===== config.mk =====
export PLATFORM = sky130hd
export DESIGN_NAME = hann_overlap_adder
export DESIGN_NICKNAME = d
export VERILOG_FILES = /design/src/rtl/audio_pkg.sv /design/src/rtl/win_mac_sat.sv /design/src/rtl/hann_overlap_adder.sv
export SDC_FILE = /design/constraint.sdc
export NUM_CORES = 1
export LEC_CHECK = 0
export ABC_AREA = 1
export CAP_MARGIN = 20
export CORE_ASPECT_RATIO = 1.2
export CORE_MARGIN = 2
export CORE_UTILIZATION = 50
export CTS_CLUSTER_SIZE = 14
export DETAILED_ROUTE_END_ITERATION = 10
export PLACE_DENSITY = 0.84
export SLEW_MARGIN = 30
export SYNTH_ARGS = -nofsm -noshare
export SYNTH_HDL_FRONTEND = slang
export SYNTH_SLANG_ARGS = --single-unit

===== constraint.sdc =====
create_clock -name clk -period 5.8 [get_ports clk]
set_input_delay 1.16 -clock clk [delete_from_list [all_inputs] [get_ports clk]]
set_output_delay 1.16 -clock clk [all_outputs]
set_load 0.01 [all_outputs]

===== src/rtl/audio_pkg.sv =====
// Shared audio framing constants, sample types and ring-buffer address helper
// used by the analysis windower and the synthesis overlap-adder.
package audio_pkg;

    localparam int WIN_LEN  = 4096;
    localparam int HOP      = 1024;
    localparam int RING_LEN = WIN_LEN + HOP;

    typedef logic signed [15:0] sample_t;
    typedef logic        [15:0] coef_t;

    function automatic logic [12:0] ring_next(input logic [12:0] addr);
        return (addr == 13'(RING_LEN - 1)) ? 13'd0 : addr + 13'd1;
    endfunction

endpackage


===== src/rtl/win_mac_sat.sv =====
// Registered signed x unsigned Q0.16 multiply followed by an optional
// saturating accumulate with the previous ring contents.
module win_mac_sat #(
    parameter int DATA_W = 16,
    parameter int COEF_W = 16
) (
    input  logic                     clk,
    input  logic                     reset,
    input  logic                     vld_p1,
    input  logic                     acc_en_p1,
    input  logic signed [DATA_W-1:0] samp_p1,
    input  logic        [COEF_W-1:0] coef_p1,
    input  logic signed [DATA_W-1:0] acc_p1,
    output logic                     vld_p2,
    output logic signed [DATA_W-1:0] wr_data_p2
);

    localparam int PW = DATA_W + COEF_W + 1;

    function automatic logic signed [DATA_W-1:0] sat(input logic signed [DATA_W:0] v);
        if (v[DATA_W] != v[DATA_W-1])
            return v[DATA_W] ? {1'b1, {(DATA_W-1){1'b0}}} : {1'b0, {(DATA_W-1){1'b1}}};
        return v[DATA_W-1:0];
    endfunction

    logic signed [PW-1:0]     prod_p1;
    logic signed [DATA_W-1:0] p_p1;
    logic                     unused_prod_bits;

    // Dropping the low COEF_W bits of the product is an arithmetic shift that
    // rounds toward -inf; the magnitude always fits back in DATA_W bits.
    assign prod_p1          = PW'(samp_p1) * PW'($signed({1'b0, coef_p1}));
    assign p_p1             = prod_p1[COEF_W +: DATA_W];
    assign unused_prod_bits = ^{prod_p1[PW-1], prod_p1[COEF_W-1:0]};

    // ---- S1 -> S2 boundary ----
    logic signed [DATA_W-1:0] p_p2;
    logic signed [DATA_W-1:0] acc_p2;
    logic                     acc_en_p2;
    logic signed [DATA_W:0]   sum_p2;

    always_ff @(posedge clk) begin
        if (reset) begin
            vld_p2    <= 1'b0;
            acc_en_p2 <= 1'b0;
            p_p2      <= '0;
            acc_p2    <= '0;
        end else begin
            vld_p2    <= vld_p1;
            acc_en_p2 <= acc_en_p1;
            p_p2      <= p_p1;
            acc_p2    <= acc_p1;
        end
    end

    assign sum_p2     = (DATA_W+1)'(acc_p2) + (DATA_W+1)'(p_p2);
    assign wr_data_p2 = acc_en_p2 ? sat(sum_p2) : p_p2;

endmodule


===== src/rtl/hann_overlap_adder.sv =====
// Windows one post-IFFT frame with the Hann ROM and overlap-adds it into the
// output ring, one sample per cycle, then signals the output reader.
module hann_overlap_adder
    import audio_pkg::*;
(
    input  logic        clk,
    input  logic        reset,
    input  logic        go_in,
    input  logic [12:0] window_start,
    output logic [11:0] ifft_buf_addr,
    input  logic [15:0] ifft_buf_data,
    output logic [11:0] hann_rom_addr,
    input  logic [15:0] hann_rom_data,
    output logic [12:0] ring_rd_addr,
    input  logic [15:0] ring_rd_data,
    output logic [12:0] ring_wr_addr,
    output logic [15:0] ring_wr_data,
    output logic        ring_wren,
    output logic        busy,
    output logic        go_out
);

    typedef enum logic [1:0] {IDLE, RUN, DRAIN, DONE} state_t;

    state_t      state, state_nxt;
    logic [11:0] n_p0;
    logic [12:0] rd_ptr_p0;
    logic        vld_p1, acc_en_p1;
    logic [12:0] wr_addr_p1, wr_addr_p2;
    logic        vld_p2;
    sample_t     wr_data_p2;

    always_ff @(posedge clk) begin
        if (reset) state <= IDLE;
        else       state <= state_nxt;
    end

    // DRAIN holds until both pipeline stages are empty, so DONE means every
    // write of the frame has reached the ring.
    always_comb begin
        state_nxt = state;
        case (state)
            IDLE:  if (go_in) state_nxt = RUN;
            RUN:   if (n_p0 == 12'(WIN_LEN - 1)) state_nxt = DRAIN;
            DRAIN: if (!vld_p1 && !vld_p2) state_nxt = DONE;
            DONE:  state_nxt = IDLE;
            default: state_nxt = IDLE;
        endcase
    end

    // ---- S0: address issue ----
    always_ff @(posedge clk) begin
        if (reset) begin
            n_p0      <= '0;
            rd_ptr_p0 <= '0;
        end else if (state == IDLE && go_in) begin
            n_p0      <= '0;
            rd_ptr_p0 <= window_start;
        end else if (state == RUN) begin
            n_p0      <= n_p0 + 12'd1;
            rd_ptr_p0 <= ring_next(rd_ptr_p0);
        end
    end

    assign ifft_buf_addr = n_p0;
    assign hann_rom_addr = n_p0;
    assign ring_rd_addr  = rd_ptr_p0;

    // ---- S0 -> S1 boundary: memory read data arrives ----
    // Only the first WIN_LEN-HOP samples overlap earlier frames; the tail
    // positions hold stale data and are overwritten.
    always_ff @(posedge clk) begin
        if (reset) begin
            vld_p1     <= 1'b0;
            acc_en_p1  <= 1'b0;
            wr_addr_p1 <= '0;
        end else begin
            vld_p1     <= (state == RUN);
            acc_en_p1  <= (n_p0 < 12'(WIN_LEN - HOP));
            wr_addr_p1 <= rd_ptr_p0;
        end
    end

    // ---- S1 -> S2 boundary: product/old value registered, write issued ----
    always_ff @(posedge clk) begin
        if (reset) wr_addr_p2 <= '0;
        else       wr_addr_p2 <= wr_addr_p1;
    end

    win_mac_sat #(
        .DATA_W (16),
        .COEF_W (16)
    ) u_mac (
        .clk        (clk),
        .reset      (reset),
        .vld_p1     (vld_p1),
        .acc_en_p1  (acc_en_p1),
        .samp_p1    ($signed(ifft_buf_data)),
        .coef_p1    (hann_rom_data),
        .acc_p1     ($signed(ring_rd_data)),
        .vld_p2     (vld_p2),
        .wr_data_p2 (wr_data_p2)
    );

    assign ring_wr_addr = wr_addr_p2;
    assign ring_wr_data = wr_data_p2;
    assign ring_wren    = vld_p2;
    assign busy         = (state == RUN) || (state == DRAIN);
    assign go_out       = (state == DONE);

endmodule

Word level (Yosys, flattened, before mapping):

Cells that the tools add are included.

* add/subtract/negate cells: 3
* $mul: 1
* div/mod/pow operators: 0
* $lt $le $gt $ge: 1
* equality and inequality tests: 9
* shift-type cells: 0
* muxes and demuxes: 12
* bitwise gates (word level): 0
* reduce and logical (&&, ||, !) cells: 9

Operator list (count)
* 16-bit 2-to-1 mux: 4
* 13-bit 2-to-1 mux: 3
* 16-bit by 17-bit multiplier with 32-bit output: 1
* 16-bit by 16-bit adder with 17-bit output: 1
* 13-bit by 1-bit adder with 13-bit output (second input constant): 1
* 13-bit == test (second input constant): 1
* 12-bit by 1-bit adder with 12-bit output (second input constant): 1
* 12-bit == test (second input constant): 1
* 12-bit less-than comparator (second input constant): 1
* 2-bit case mux with 4 select lines: 1
* 2-bit 2-to-1 mux: 3
* 2-bit != test (second input constant): 3
* 2-bit == test (second input constant): 2
* 3-bit AND reduction: 1
* 2-bit by 1-bit == test with 1-bit output (second input constant): 1
* 1-bit logical AND: 2
* 1-bit logical NOT: 2
* 2-bit logical NOT: 1
* 2-bit nonzero test: 1
* 2-bit OR reduction: 1
* 1-bit logical OR: 1
* 1-bit 2-to-1 mux: 1
* 1-bit != test: 1

* bits in registers: 89
* latch bits: 0
* RAM bits: 0
* memory bits (read-only): 0
* input port bits: 64
* word-level logic and storage cells: 46
* memories kept: 0

Logic depth before layout (Yosys ltp):

* word-level depth: 5
* gate-level depth with buffers: 26

Modules after synthesis:

A second synthesis with hierarchy kept.

* cells, all modules: 1911
* area, all modules: 13710.6 um^2

Modules (own cells, without submodules)
* win_mac_sat: times used 1, cells an instance 1574, area each 11225.8 um^2
* hann_overlap_adder: times used 1, cells an instance 337, area each 2484.9 um^2

Least setup slack after synthesis:

No wires, ideal clock.

* kind: input -> register
* start point: in ifft_buf_data[2]
* end point: reg u_mac.p_p2[5]
* setup time: 113 ps
* data arrival time: 6114 ps
* data required time: 5687 ps
* setup slack: -427 ps
* stages: 23
* path through: clkbuf_1 -> clkbuf_1 -> nand2_1 -> fa_1 -> fa_1 -> fa_1 -> inv_1 -> fa_1 -> fa_1 -> inv_1 -> fa_1 -> inv_1 -> ha_1 -> nand2_1 -> nor2_1 -> inv_1 -> or2_2 -> o21ai_1 -> nand2_1 -> nand2_1 -> nand2_1 -> nand2_1 -> nor2_1

* cells in the longest elaborated chain, start to end: 1

RTL lines
* from (decl): line hann_overlap_adder.sv:11 `input logic [15:0] ifft_buf_data,`
* 16-bit by 17-bit multiplier with 32-bit output: line win_mac_sat.sv:32 `assign prod_p1 = PW'(samp_p1) * PW'($signed({1'b0, coef_p1}));`
* to (signal assigned): line win_mac_sat.sv:51 `p_p2 <= p_p1;`
* to (decl): line win_mac_sat.sv:37 `logic signed [DATA_W-1:0] p_p2;`

No other way between the ends.
A chain may end at the register's enable or synchronous reset.

Worst setup path after layout:

* start point: in hann_rom_data[6]
* end point: reg u_mac.p_p2[7]

* cells in the longest elaborated chain, start to end: 1

RTL lines
* from (decl): line hann_overlap_adder.sv:13 `input logic [15:0] hann_rom_data,`
* 16-bit by 17-bit multiplier with 32-bit output: line win_mac_sat.sv:32

No other way between the ends.

==> Flow_metrics.wiki <==
{| class="wikitable"
! Metric !! Value
|-
| Clk sink count || 89
|-
| Die outline area || 28300 µm²
|-
| Area after DPL || 16000 µm²
|-
| Routed len/inst || 18.1 µm
|-
| Share of Yosys cell area claimed by the top area cell type || 0.288
|-
| Relative max-transition margin || 0.527
|-
| Clock transition at path regs || 70 ps
|-
| Hold Crit Class || reg2reg
|-
| Category of the most critical setup path || in2reg
|-
| Mean instance size in the synthesized netlist || 7.24 µm²
|-
| Effective utilization at floorplan || 0.511
|-
| Crit path launch type || primary input
|-
| Measured slew at the worst slew-check pin || 708 ps
|-
| WHS Path Cells || 2
|-
| Wirelength, routed || 44.2 mm
|-
| Final Max Tran Viols || 0
|-
| Data required time of the critical path || 6050 ps
|-
| Largest family of logic cells by synthesized area || adder cells
|-
| Violation count after the first detailed-route iteration || 1092
|-
| Hold buffers post-CTS || 0
|-
| CTS tree || built
|-
| Sequential cell area fraction in the yosys report || 0.132
|-
| Warnings, synthesis || 0
|-
| Final nets || 2496
|-
| Multiplexer share of the synthesized area || 0
|-
| R2r worst-path depth || 11
|-
| Crit path DAT || 6450 ps
|-
| Setup WS post-layout || -397 ps
|-
| Placeable core region || 26400 µm²
|-
| Deepest clock path buffer count || 2
|-
| Placer Congestion || 0.926
|-
| Detailed Place HPWL || 28.9 mm
|-
| I/O pin total || 133
|-
| Final period util || 1.07
|-
| Crit. End Element || flop
|-
| Final design utilization || 0.675
|-
| Max Freq || 161 MHz
|-
| Number of global-route vias before repair || 13.6k
|-
| Number of storage elements in the synthesis netlist || 89
|-
| Worst hold slack after final layout || 400 ps
|-
| Final standard cell area without fillers || 17800 µm²
|-
| Net count after synthesis || 2259
|-
| Root buffer selected by CTS || clkbuf_16
|-
| Worst-Skew Late Latency || 350 ps
|-
| Die Width || 154 µm
|-
| Global-route total usage across every layer || 0.279
|-
| Final clock skew || 5.99 ps
|-
| Most used DFF post-synth || dfxtp_1
|-
| Drt drc || 0
|-
| Number of max-capacitance violations reported || 0
|-
| Global-route wire length before repair || 63.1 mm
|-
| # setup viols final || 16
|-
| Via count of the routed design || 13.6k
|-
| Clock period minus worst slack || 6200 ps
|-
| Layout cells sized above 1 || 0.233
|-
| Gate Count Post-Synth || 1864
|-
| Remaining global-route overflow || 0
|-
| # diodes || 0
|-
| Post-synthesis xor/xnor area fraction || 0.0149
|-
| Relative area change from synthesis to final layout || 32.1%
|-
| Synthesized-area fraction occupied by ao, oa, aoi and oai cells || 0.0655
|-
| Cell taking the most area after synthesis || fa_1
|-
| Number of enable-type register cells in the synthesized netlist || 0
|-
| Summed instance area of the synthesized netlist || 13500 µm²
|-
| Number of rows in the core area || 65
|-
| Routed via count divided by cell count || 5.55
|-
| Register-to-register setup slack || 3380 ps
|-
| Maximum level of the CTS H-tree || 3
|-
| TritonCTS buffer count || 9
|-
| Unrepaired setup endpoints after global routing || yes
|-
| Dominant cells by area after synthesis || fa_1, inv_1, dfxtp_1
|-
| Port Buffer Count || 132
|-
| Number of antenna violations at the first check in global routing || 0
|-
| Pin count of the biggest net entering global routing || 63
|-
| Failing checks || setup timing
|-
| Number of routed nets with antenna violations || 0
|-
| Die Ht || 184 µm
|-
| Initial DRT Pass Iterations || 8
|-
| Outcome || complete, but fails checks
|-
| Simple-Gate Fraction of Synth Area || 0.212
|-
| Highest net fanout along the worst path || 6
|-
| Number of distinct library cells after synthesis || 40
|-
| Final hold viol count || 0
|-
| Async set-reset flop share out of synthesis || 0
|-
| Adder and majority gate portion of the synthesized area || 0.415
|}
[cells in the mapped netlist (all sizes together) (4+ instances only)]
master,instances
o21a,4
ha,137
nand4,8
buf,18
fa,194
and2,4
a21oi,86
xnor2,7
inv,477
xor2,16
a21o,4
o21ai,34
or2,10
clkbuf,63
nand2,461
nor3,18
nand3,44
a31oi,12
o21bai,7
dfxtp,89
nor2,161
[logic make-up after synthesis]
logic type	count (synthesis)
AOI/OAI and AO/OA	153
xor gates and xnor gates	23
adders and majority gates	331
buffers and inverters	558
DFF	89
and+or+nand+nor	710
[routing by layer]
| layer | wire length, µm | vias up | track usage |
|---|---|---|---|
| li1 | - | 5945 | - |
| met1 | 14800 | 6326 | 0.301 |
| met2 | 21600 | 920 | 0.505 |
| met3 | 3790 | 368 | 0.0443 |
| met4 | 4060 | 0 | 0.187 |
| met5 | 0 | - | 0 |
[registers in the layout, summed over array words and instances (netlist names)]
signal           cells
state                2
u_mac.p_p2          16
wr_addr_p1          13
hann_rom_addr       12
ring_wr_addr        13
u_mac.acc_p2        16
acc_en_p1            1
u_mac.vld_p2         1
ring_rd_addr        13
u_mac.acc_en_p2      1
vld_p1               1
[layout make-up]
| cell class | count | area [µm²] |
|---|---|---|
| clock inverter | 7 | 81.3 |
| tap | 335 | 419 |
| timing repair buffer | 307 | 3010 |
| sequential | 89 | 1780 |
| fill | 1853 | 8590 |
| multi-input combinational | 1217 | 10500 |
| clock buffer | 9 | 225 |
| inverter | 477 | 1790 |
[layout by cell type, fill, tap and decap left out, types with 34 or more instances in the layout]
cell type	instances
inv_1	428
nand2_1	391
fa_1	176
nor2_1	129
ha_1	121
buf_4	116
clkdlybuf4s50_1	100
dfxtp_1	89
nand2_2	52
inv_2	48
a21oi_1	48
buf_6	42
a21oi_2	34
[through the flow]
step / std cells / setup WS (ps) / setup TNS, ps
after floorplan: 1864 / -15.5 / -20.7
after global placement: 2359 / -814 / -11170
after detailed placement: 2359 / -866 / -12290
after CTS: 2426 / -49.1 / -97.4
after global routing: 2441 / -553 / -7300
final: 2441 / -397 / -2740
[worst max-delay path, stage by stage]
cell      delay, ps
buf_6            90
buf_8           130
buf_6           130
buf_6           130
nand2_2          60
inv_2            40
fa_1            470
fa_1            530
fa_1            590
fa_1            450
fa_1            500
inv_1            70
fa_1            520
inv_2            70
ha_4            190
a21oi_1         380
o21ai_1         210
a21oi_2         200
a21boi_4        270
nand3_2         120
nand2_1          80
nor2_1           50
[worst paths after layout]
kind                                        from              end
worst max-delay path            hann_rom_data[6]    u_mac.p_p2[7]
worst min-delay path                   acc_en_p1  u_mac.acc_en_p2
worst max register to register          state[0]  ring_rd_addr[8]
worst min register to register         acc_en_p1  u_mac.acc_en_p2
[repair_timing]
item / in CTS / in global routing
setup buffers: 49 / 20
gates resized for setup: 203 / 241
gates cloned: 4 / 0
endpoints found under the setup margin: 16 / 16
pin swaps: 81 / 118
Power is left out: the tool's default activity adds up to more than one toggle a clock period on the data nets, which glitch-free logic cannot reach.
